[config.mk]
export PLATFORM = sky130hd
export DESIGN_NAME = dac_ramp_gen
export DESIGN_NICKNAME = d
export VERILOG_FILES = /design/src/rtl/dac_ramp_gen.sv
export SDC_FILE = /design/constraint.sdc
export NUM_CORES = 1
export LEC_CHECK = 0
export CAP_MARGIN = 25
export CORE_MARGIN = 4
export CORE_UTILIZATION = 30
export DETAILED_ROUTE_END_ITERATION = 10
export GPL_TIMING_DRIVEN = 1
export PLACE_DENSITY_LB_ADDON = 0.08
export SKIP_LAST_GASP = 1
export SLEW_MARGIN = 20
export SYNTH_ARGS = -nofsm -noshare
export SYNTH_HDL_FRONTEND = slang
export SYNTH_SLANG_ARGS = --single-unit
[constraint.sdc]
create_clock -name clk -period 3.5 [get_ports clk]
set_clock_uncertainty 0.15 [all_clocks]
set_input_delay 0.7 -clock clk [delete_from_list [all_inputs] [get_ports clk]]
set_output_delay 0.7 -clock clk [all_outputs]
set_load 0.02 [all_outputs]
[src/rtl/dac_ramp_gen.sv]
// Prescaled code generator for an R2R DAC: sawtooth, triangle, slew-to-setpoint and hold.
// All outputs are registered; a prescaler tick advances the waveform by one step.
module dac_ramp_gen #(
  parameter int unsigned WIDTH = 8,
  parameter int unsigned DIV_W = 16
) (
  input  logic             clk,
  input  logic             n_reset,
  input  logic             enable,
  input  logic [1:0]       mode,
  input  logic [DIV_W-1:0] div,
  input  logic [WIDTH-1:0] step,
  input  logic [WIDTH-1:0] setpoint,
  input  logic             setpoint_valid,
  output logic [WIDTH-1:0] dac_out,
  output logic             at_target,
  output logic             wrap
);

  typedef enum logic [1:0] {
    ModeSaw  = 2'b00,
    ModeTri  = 2'b01,
    ModeSlew = 2'b10,
    ModeHold = 2'b11
  } mode_e;

  typedef enum logic {
    DirUp   = 1'b0,
    DirDown = 1'b1
  } dir_e;

  localparam logic [WIDTH:0] CodeMax = {1'b0, {WIDTH{1'b1}}};
  localparam logic [WIDTH:0] StepOne = {{WIDTH{1'b0}}, 1'b1};

  mode_e            mode_s;
  logic [DIV_W-1:0] cnt_q, cnt_d;
  logic             tick;
  logic [WIDTH-1:0] code_q, code_d;
  logic [WIDTH-1:0] target_q, target_d;
  dir_e             dir_q, dir_d;
  logic             wrap_q, wrap_d;
  logic             at_target_q;

  // Arithmetic is carried one bit wider so carry and borrow are visible.
  logic [WIDTH:0]   s_ext, code_ext, tgt_ext, sum, diff, tgt_plus_s;

  assign mode_s = mode_e'(mode);

  // Prescaler: counts 0..div while enabled, held at zero otherwise.
  assign tick = enable && (cnt_q == div);

  always_comb begin
    cnt_d = cnt_q + DIV_W'(1);
    if (!enable || tick) begin
      cnt_d = '0;
    end
  end

  assign s_ext      = (step == '0) ? StepOne : {1'b0, step};
  assign code_ext   = {1'b0, code_q};
  assign tgt_ext    = {1'b0, target_q};
  assign sum        = code_ext + s_ext;
  assign diff       = code_ext - s_ext;
  assign tgt_plus_s = tgt_ext + s_ext;

  // A strobe on a tick edge is captured here but the tick below still sees target_q.
  assign target_d = setpoint_valid ? setpoint : target_q;

  always_comb begin
    code_d = code_q;
    dir_d  = dir_q;
    wrap_d = 1'b0;
    if (tick) begin
      case (mode_s)
        ModeSaw: begin
          code_d = sum[WIDTH-1:0];
          wrap_d = sum[WIDTH];
        end
        ModeTri: begin
          if (dir_q == DirUp) begin
            if (sum >= CodeMax) begin
              code_d = CodeMax[WIDTH-1:0];
              dir_d  = DirDown;
              wrap_d = 1'b1;
            end else begin
              code_d = sum[WIDTH-1:0];
            end
          end else begin
            if (code_ext <= s_ext) begin
              code_d = '0;
              dir_d  = DirUp;
              wrap_d = 1'b1;
            end else begin
              code_d = diff[WIDTH-1:0];
            end
          end
        end
        ModeSlew: begin
          if (code_q < target_q) begin
            code_d = (sum >= tgt_ext) ? target_q : sum[WIDTH-1:0];
          end else if (code_q > target_q) begin
            code_d = (code_ext <= tgt_plus_s) ? target_q : diff[WIDTH-1:0];
          end
        end
        ModeHold: begin
        end
      endcase
    end
    // Leaving triangle mode always restarts the next triangle on an upward leg.
    if (mode_s != ModeTri) begin
      dir_d = DirUp;
    end
  end

  always_ff @(posedge clk or posedge n_reset) begin
    if (n_reset) begin
      cnt_q       <= '0;
      code_q      <= '0;
      target_q    <= '0;
      dir_q       <= DirUp;
      wrap_q      <= 1'b0;
      at_target_q <= 1'b1;
    end else begin
      cnt_q       <= cnt_d;
      code_q      <= code_d;
      target_q    <= target_d;
      dir_q       <= dir_d;
      wrap_q      <= wrap_d;
      at_target_q <= (code_q == target_q);
    end
  end

  assign dac_out   = code_q;
  assign at_target = at_target_q;
  assign wrap      = wrap_q;

endmodule

==> results.json, run 1 <==
{
  "path_max_fanout": 3,
  "crit_path_max_incr_delay_ns": 0.32,
  "floorplan.die_area_um2": 14800,
  "power.share.sequential_pct": 31.7,
  "max_slew.worst_pin.slew_ns": 0.517,
  "std_cell_rows": 41,
  "end_kind": "flip-flop",
  "critPathRequiredTime_ns": 3.51,
  "timing_max_transition_violations_final": 0,
  "failed_checks": "setup timing",
  "grt_max_degree": 36,
  "timing.critical_path.from_type": "input pin",
  "gp_congestion": 0.873,
  "detail_route.wl_per_cell_um": 17.2,
  "dp.final_hpwl_um": 11000,
  "worst_hold_path_type": "flip-flop to flip-flop",
  "post_synth_inst_count": 471,
  "drtIter0Drc": 343,
  "power_switching_w": 0.000434,
  "final_net_count": 722,
  "layout.core_utilization_pct": 45.3,
  "finalWorstSetupSlack_ns": -0.630,
  "antenna_violation_net_count_after_detailed_routing": 0,
  "design.portCount": 48,
  "netSwitchingFraction_pct": 31.6,
  "worstRegToRegCells": 15,
  "timing.hold.worst.start": "cnt_q[15]",
  "clock_tree.root_cell": "sky130_fd_sc_hd__clkbuf_16",
  "first_pass_detailed_route_iteration_total": 5,
  "max_cap_violation_count": 0,
  "n_antenna_cell": 0,
  "num_vias": 4061,
  "grt_remaining_overflow": 0,
  "cpLargestDelayFamily": "compound AO/OA/AOI/OAI gates",
  "buffer_ports.inserted": 47,
  "grt_antenna_before_repair": 0,
  "synthToLayoutAreaGrowth_pct": 47.8,
  "share_comb_of_total_power_pct": 36.6,
  "slew_headroom_pct": 65.4,
  "worst-setup-path-type": "input pin to flip-flop",
  "final_cells": 801,
  "cts_tree": "built",
  "synth.avg_cell_area_um2": 8.22,
  "vdd_ir_drop_max_mv": 0.169,
  "top_layer": "met4",
  "leakage_nw": 2.73,
  "h-tree-depth": 2,
  "cell_depth_of_the_worst_min_delay_path": 2,
  "first_global_vias": 4025,
  "internal-power_w": 0.000939,
  "synth_cell_types": 59,
  "die_extent_in_x_um": 122,
  "yosysWarningCount": 0,
  "groute.usage.overall_pct": 19.2,
  "synth.net_count": 565,
  "clock-sinks": 35,
  "p_per_area_nw_per_um2": 240,
  "r2r_start": "dac_out[4]",
  "timing.critical_path.arrival_ns": 4.14,
  "vias_per_cell": 5.07,
  "setup_repair_after_global_routing_missed_its_margin": "true",
  "synth_top_flop_cell": "sky130_fd_sc_hd__dfrtp_1",
  "critPathSlowestCell": "sky130_fd_sc_hd__a211o_1",
  "crit_buf_inv": 5,
  "wirelength_um": 13700,
  "met1_length_um": 6900,
  "drive_gt1_share_pct": 27.8,
  "grt_pass1_wl_um": 21900,
  "worstSkewPairLatency_ns": 0.28,
  "initial_util_pct": 30.7,
  "met2_wire_length_um": 6070,
  "outcome": "finished with violations",
  "whs_ns": 0.422,
  "max_clock_freq_mhz": 242,
  "postSynthRegisterBits": 35,
  "placed_cells_incl_taps": 769,
  "yosysSeqAreaShare_pct": 22.6,
  "async_reset_ff_share_pct": 100,
  "cts_max_path_buffers": 2,
  "fin_crit_sh_pct": 118,
  "die_h_um": 122,
  "cts_made_buffers": 5,
  "pwr-share-clk_pct": 31.7,
  "holdBufCountCts": 0,
  "post-route-min-period_ns": 4.13,
  "path_cells": "buf_8, nor4_4, a41o_1, buf_6, ha_4, fa_2, nand2b_4, a211o_1, a211o_1, inv_2, ha_4, a211oi_2, o21ai_1, o221ai_1, nand3_1, buf_4, buf_4, mux2i_2, o22ai_1, nor3_1, nor2_1",
  "synth_edf_count": 0,
  "dr_wl_met3_um": 606,
  "netlist_area_um2": 3870,
  "clk_pin_slew_ns": 0.06,
  "final-hold-violation-count": 0,
  "timing.critical_path.depth": 21,
  "startpoint": "step[3]",
  "report.final.setup_viol": 8,
  "core-area_um2": 12600,
  "drcViolationCount": 0
}
## layer usage
layer	global-route usage [%]	vias to the layer above
met2	29.7	97
met3	2.32	14
met5	0	-
li1	-	1997
met4	3.99	0
met1	28.6	1953
## power groups by stage
stage / logic, W / registers [W] / clock network [W]
CTS: 0.000495 / 0.000435 / 0.000447
global placement: 0.000445 / 0.000442 / 0
detailed placement: 0.000448 / 0.000442 / 0
floorplan: 0.000252 / 0.000434 / 0
finish: 0.000502 / 0.000436 / 0.000435
global route: 0.000556 / 0.000437 / 0.000470
## cell usage after synthesis (3+ instances only)
cell | n | share of area [%]
sky130_fd_sc_hd__and3_1 | 4 | 0.65
sky130_fd_sc_hd__nor4_1 | 9 | 1.5
sky130_fd_sc_hd__o21ai_0 | 34 | 4.4
sky130_fd_sc_hd__nand2b_1 | 9 | 1.5
sky130_fd_sc_hd__nor3_1 | 11 | 1.4
sky130_fd_sc_hd__xor2_1 | 29 | 6.6
sky130_fd_sc_hd__nand2_1 | 39 | 3.8
sky130_fd_sc_hd__o21bai_1 | 3 | 0.58
sky130_fd_sc_hd__or2_2 | 3 | 0.48
sky130_fd_sc_hd__mux2i_1 | 11 | 2.8
sky130_fd_sc_hd__a211oi_1 | 8 | 1.6
sky130_fd_sc_hd__a211o_1 | 4 | 0.90
sky130_fd_sc_hd__nor2b_1 | 6 | 0.97
sky130_fd_sc_hd__a2111oi_0 | 3 | 0.68
sky130_fd_sc_hd__o21a_1 | 3 | 0.58
sky130_fd_sc_hd__nand3_1 | 8 | 1.0
sky130_fd_sc_hd__buf_2 | 5 | 0.65
sky130_fd_sc_hd__nand4_1 | 10 | 1.6
sky130_fd_sc_hd__nor3b_1 | 6 | 1.2
sky130_fd_sc_hd__dfrtp_1 | 34 | 22
sky130_fd_sc_hd__o211a_1 | 3 | 0.78
sky130_fd_sc_hd__ha_1 | 53 | 17
sky130_fd_sc_hd__o22ai_1 | 3 | 0.48
sky130_fd_sc_hd__fa_1 | 3 | 1.6
sky130_fd_sc_hd__clkbuf_1 | 9 | 0.87
sky130_fd_sc_hd__a21oi_1 | 25 | 3.2
sky130_fd_sc_hd__inv_1 | 33 | 3.2
sky130_fd_sc_hd__nor2_1 | 48 | 4.7
sky130_fd_sc_hd__xnor2_1 | 14 | 3.2
## tightest hold or removal path, stage by stage, from the launching register on
cell and delay (ns):
sky130_fd_sc_hd__dfrtp_1 0.38, sky130_fd_sc_hd__xor2_1 0.08, sky130_fd_sc_hd__nor2_1 0.08
## metrics by stage
| step | setup TNS [ns] | cell area, um2 | total power [W] | worst slack (ns) |
|---|---|---|---|---|
| 2_1_floorplan | -2.73 | 3960 | 0.000686 | -0.394 |
| 3_3_place_gp | -11.02 | 5270 | 0.000888 | -1.36 |
| 3_5_place_dp | -11.32 | 5270 | 0.000890 | -1.44 |
| 4_1_cts | -4.89 | 5640 | 0.00138 | -0.664 |
| 5_1_grt | -6.37 | 5720 | 0.00146 | -0.845 |
| 6_report | -4.65 | 5720 | 0.00137 | -0.630 |
## layout make-up
cell class / count / area [um2]
inverter: 33 / 126
clock inverter: 2 / 12.5
fill: 1307 / 6900
tap: 172 / 215
clock buffer: 6 / 129
sequential: 35 / 877
multi-input combinational: 387 / 2960
timing repair buffer: 166 / 1400
## kinds of logic (layout without fill, tap and decap cells)
group | count (synthesis) | count (layout) | synth area share (%)
buf+inv | 49 | 207 | 5.10
simple gates | 165 | 165 | 21.3
flops | 35 | 35 | 22.6
mux | 12 | 12 | 3.13
xor+xnor | 43 | 43 | 9.73
compound gates | 111 | 111 | 19.4
fa+ha+maj | 56 | 56 | 18.7
## worst paths after layout
check	end	slack, ns
max in group asynchronous	at_target	2.16
worst min register to register	cnt_q[15]	0.42
worst max register to register	dac_out[5]	-0.20
worst min-delay path	cnt_q[15]	0.42
min in group asynchronous	cnt_q[8]	0.69
worst max-delay path	dac_out[5]	-0.63
## sequential cells by signal, indices dropped and copies added, names as in the netlist
register	count
dac_out	8
cnt_q	16
at_target	1
target_q	8
wrap	1
dir_q	1
## repair_timing
action | 4_1_cts | 5_1_grt
setup buffers | 22 | 6
endpoints found under the setup margin | 10 | 9
gates resized for setup | 56 | 17
endpoints found under the hold margin | 0 | 0
pin swaps | 29 | 13
## cells in the final DEF (no fill, tap or decap), types with 14 or more instances in the layout
master and count:
sky130_fd_sc_hd__buf_4 112, sky130_fd_sc_hd__ha_1 49, sky130_fd_sc_hd__nor2_1 45, sky130_fd_sc_hd__nand2_1 39, sky130_fd_sc_hd__clkdlybuf4s50_1 39, sky130_fd_sc_hd__dfrtp_1 34
sky130_fd_sc_hd__o21ai_0 32, sky130_fd_sc_hd__inv_1 29, sky130_fd_sc_hd__xor2_1 29, sky130_fd_sc_hd__a21oi_1 23, sky130_fd_sc_hd__xnor2_1 14
Power figures use the tool's default switching activity.
==> run 2: changes to the inputs <==
--- a/config.mk
+++ b/config.mk
@@ -9,6 +9,7 @@
 export CORE_MARGIN = 4
 export CORE_UTILIZATION = 30
 export DETAILED_ROUTE_END_ITERATION = 10
+export GPL_ROUTABILITY_DRIVEN = 0
 export GPL_TIMING_DRIVEN = 1
 export PLACE_DENSITY_LB_ADDON = 0.08
 export SKIP_LAST_GASP = 1
==> run 2 against run 1 <==
  * Final cell count is 1.2% lower
  * Core utilization is 0.62 points lower
  * The flow still finishes with violations (setup timing)
  * Sequential power hardly changed
  * Worst hold slack better by 0.0011 ns
  * Register-to-register slack worse by 0.02 ns
  * Die area stayed put
  * Setup slack worse by 0.074 ns
  * Combinational power is 2% lower
  * Maximum frequency is 1.8% lower
==> results.json, run 2 (synthesis results as in run 1) <==
{
  "outcome": "finished with violations",
  "failed_checks": "setup timing",
  "critPathRequiredTime_ns": 3.52,
  "leakage_nw": 2.68,
  "grt_max_degree": 36,
  "post-route-min-period_ns": 4.20,
  "dp.final_hpwl_um": 11000,
  "p_per_area_nw_per_um2": 242,
  "cts_tree": "built",
  "max_clock_freq_mhz": 238,
  "timing.critical_path.arrival_ns": 4.22,
  "fin_crit_sh_pct": 120,
  "drtIter0Drc": 368,
  "r2r_end": "dac_out[7]",
  "n_antenna_cell": 0,
  "timing.hold.worst.start": "cnt_q[0]",
  "clock-sinks": 35,
  "hold-path-endpoint": "cnt_q[0]",
  "final.setup.tns_ns": -5.11,
  "worst_hold_path_type": "flip-flop to flip-flop",
  "end_kind": "flip-flop",
  "die_h_um": 122,
  "first_pass_detailed_route_iteration_total": 4,
  "cts_max_path_buffers": 2,
  "layout.cells.most_common_list": "106 x sky130_fd_sc_hd__buf_4, 49 x sky130_fd_sc_hd__ha_1, 45 x sky130_fd_sc_hd__nor2_1, 39 x sky130_fd_sc_hd__nand2_1, 39 x sky130_fd_sc_hd__clkdlybuf4s50_1",
  "largest_register": "cnt_q",
  "worstSkewPairLatency_ns": 0.29,
  "timing.critical_path.from_type": "input pin",
  "detail_route.wl_per_cell_um": 17.7,
  "final_net_count": 712,
  "layout_commonest_cell": "sky130_fd_sc_hd__buf_4",
  "cell_depth_of_the_worst_min_delay_path": 1,
  "first_global_vias": 4029,
  "design.portCount": 48,
  "path_max_fanout": 8,
  "whs_ns": 0.423,
  "report.final.setup_viol": 8,
  "groute.usage.overall_pct": 19.3,
  "drive_gt1_share_pct": 26.7,
  "grt_remaining_overflow": 0,
  "num_vias": 4068,
  "worstRegToRegCells": 17,
  "h-tree-depth": 2,
  "worst-setup-path-type": "input pin to flip-flop",
  "buffer_ports.inserted": 47,
  "wirelength_um": 14000,
  "die_extent_in_x_um": 122,
  "holdBufCountCts": 0,
  "synthToLayoutAreaGrowth_pct": 45.7,
  "max_slew.worst_pin.slew_ns": 0.520,
  "clock_tree.root_cell": "sky130_fd_sc_hd__clkbuf_16",
  "core-area_um2": 12600,
  "timing_max_transition_violations_final": 0,
  "finalPower_w": 0.00137,
  "drcViolationCount": 0,
  "final-hold-violation-count": 0,
  "floorplan.die_area_um2": 14800,
  "r2r_start": "dac_out[2]",
  "grt_antenna_before_repair": 0,
  "vdd_ir_drop_max_mv": 0.168,
  "initial_util_pct": 30.7,
  "cts_made_buffers": 5,
  "clk_pin_slew_ns": 0.06,
  "flip_flop_count_of_the_largest_register_after_layout": 16,
  "finalWorstSetupSlack_ns": -0.704,
  "vias_per_cell": 5.14,
  "reg2reg_slack_ns": -0.22,
  "std_cell_rows": 41,
  "slew_headroom_pct": 65.3,
  "setup_repair_after_global_routing_missed_its_margin": "true",
  "max_cap_violation_count": 0,
  "grt_pass1_wl_um": 22000,
  "antenna_violation_net_count_after_detailed_routing": 0
}
## run 2: cell count changes in the layout (fill, tap and decap cells not counted), sizes merged
cell    previous run  this run
o221a              1         2
clkbuf             7         6
buf              126       116
## run 2: worst max-delay path by stage
stage,slack [ns],from,cells after the start,to
2_1_floorplan,-0.39,step[2],18,dac_out[2]
3_3_place_gp,-1.36,step[2],20,dac_out[6]
3_5_place_dp,-1.44,step[2],20,dac_out[6]
4_1_cts,-0.66,step[3],19,dac_out[2]
5_1_grt,-0.88,step[3],19,dac_out[2]
6_report,-0.70,step[3],19,dac_out[7]
## run 2: metal layers
metal	routed length (um)	track usage, %
met1	6610	28.6
met2	6390	30.2
met3	790	2.14
met4	179	4.34
met5	0	0
## run 2: repair_timing
item | CTS | global route
pin swaps | 29 | 6
buffers inserted | 9 | 4
resized for setup | 61 | 9
hold endpoints to repair | 0 | 0
cloned | 1 | 0
endpoints found under the setup margin | 10 | 9
## run 2: final cells by class
cell class                      count  area, um2
Clock buffer                        6        129
Clock inverter                      2       12.5
Fill cell                        1310       6980
Inverter                           33        124
Multi-Input combinational cell    388       3000
Sequential cell                    35        877
Tap cell                          172        215
Timing Repair Buffer              155       1290
## run 2: through the flow
stage | cell area, um2 | instances | util (%) | worst slack [ns]
3_5_place_dp | 5270 | 769 | 41.8 | -1.44
4_1_cts | 5560 | 787 | 44.1 | -0.664
2_1_floorplan | 3960 | 471 | - | -0.394
3_3_place_gp | 5270 | 769 | 41.8 | -1.36
6_report | 5640 | 791 | 44.7 | -0.704
5_1_grt | 5640 | 791 | 44.7 | -0.882
## run 2: worst max-delay path, stage by stage
cell	delay (ns)
sky130_fd_sc_hd__buf_8	0.10
sky130_fd_sc_hd__nor4_4	0.28
sky130_fd_sc_hd__a41o_1	0.23
sky130_fd_sc_hd__ha_2	0.20
sky130_fd_sc_hd__buf_4	0.10
sky130_fd_sc_hd__nand2b_1	0.11
sky130_fd_sc_hd__buf_4	0.17
sky130_fd_sc_hd__a211o_1	0.26
sky130_fd_sc_hd__a211oi_2	0.43
sky130_fd_sc_hd__ha_1	0.35
sky130_fd_sc_hd__o21a_1	0.18
sky130_fd_sc_hd__o221ai_1	0.16
sky130_fd_sc_hd__nand3_1	0.15
sky130_fd_sc_hd__buf_6	0.18
sky130_fd_sc_hd__buf_4	0.13
sky130_fd_sc_hd__nor2_2	0.08
sky130_fd_sc_hd__a211oi_1	0.06
sky130_fd_sc_hd__a211oi_1	0.24
sky130_fd_sc_hd__a21oi_1	0.10
## run 2: power breakdown
part,internal [W],switching (W),total (W)
logic,0.000246,0.000247,0.000493
registers,0.000417,0.0000184,0.000435
clock network,0.000263,0.000177,0.000439
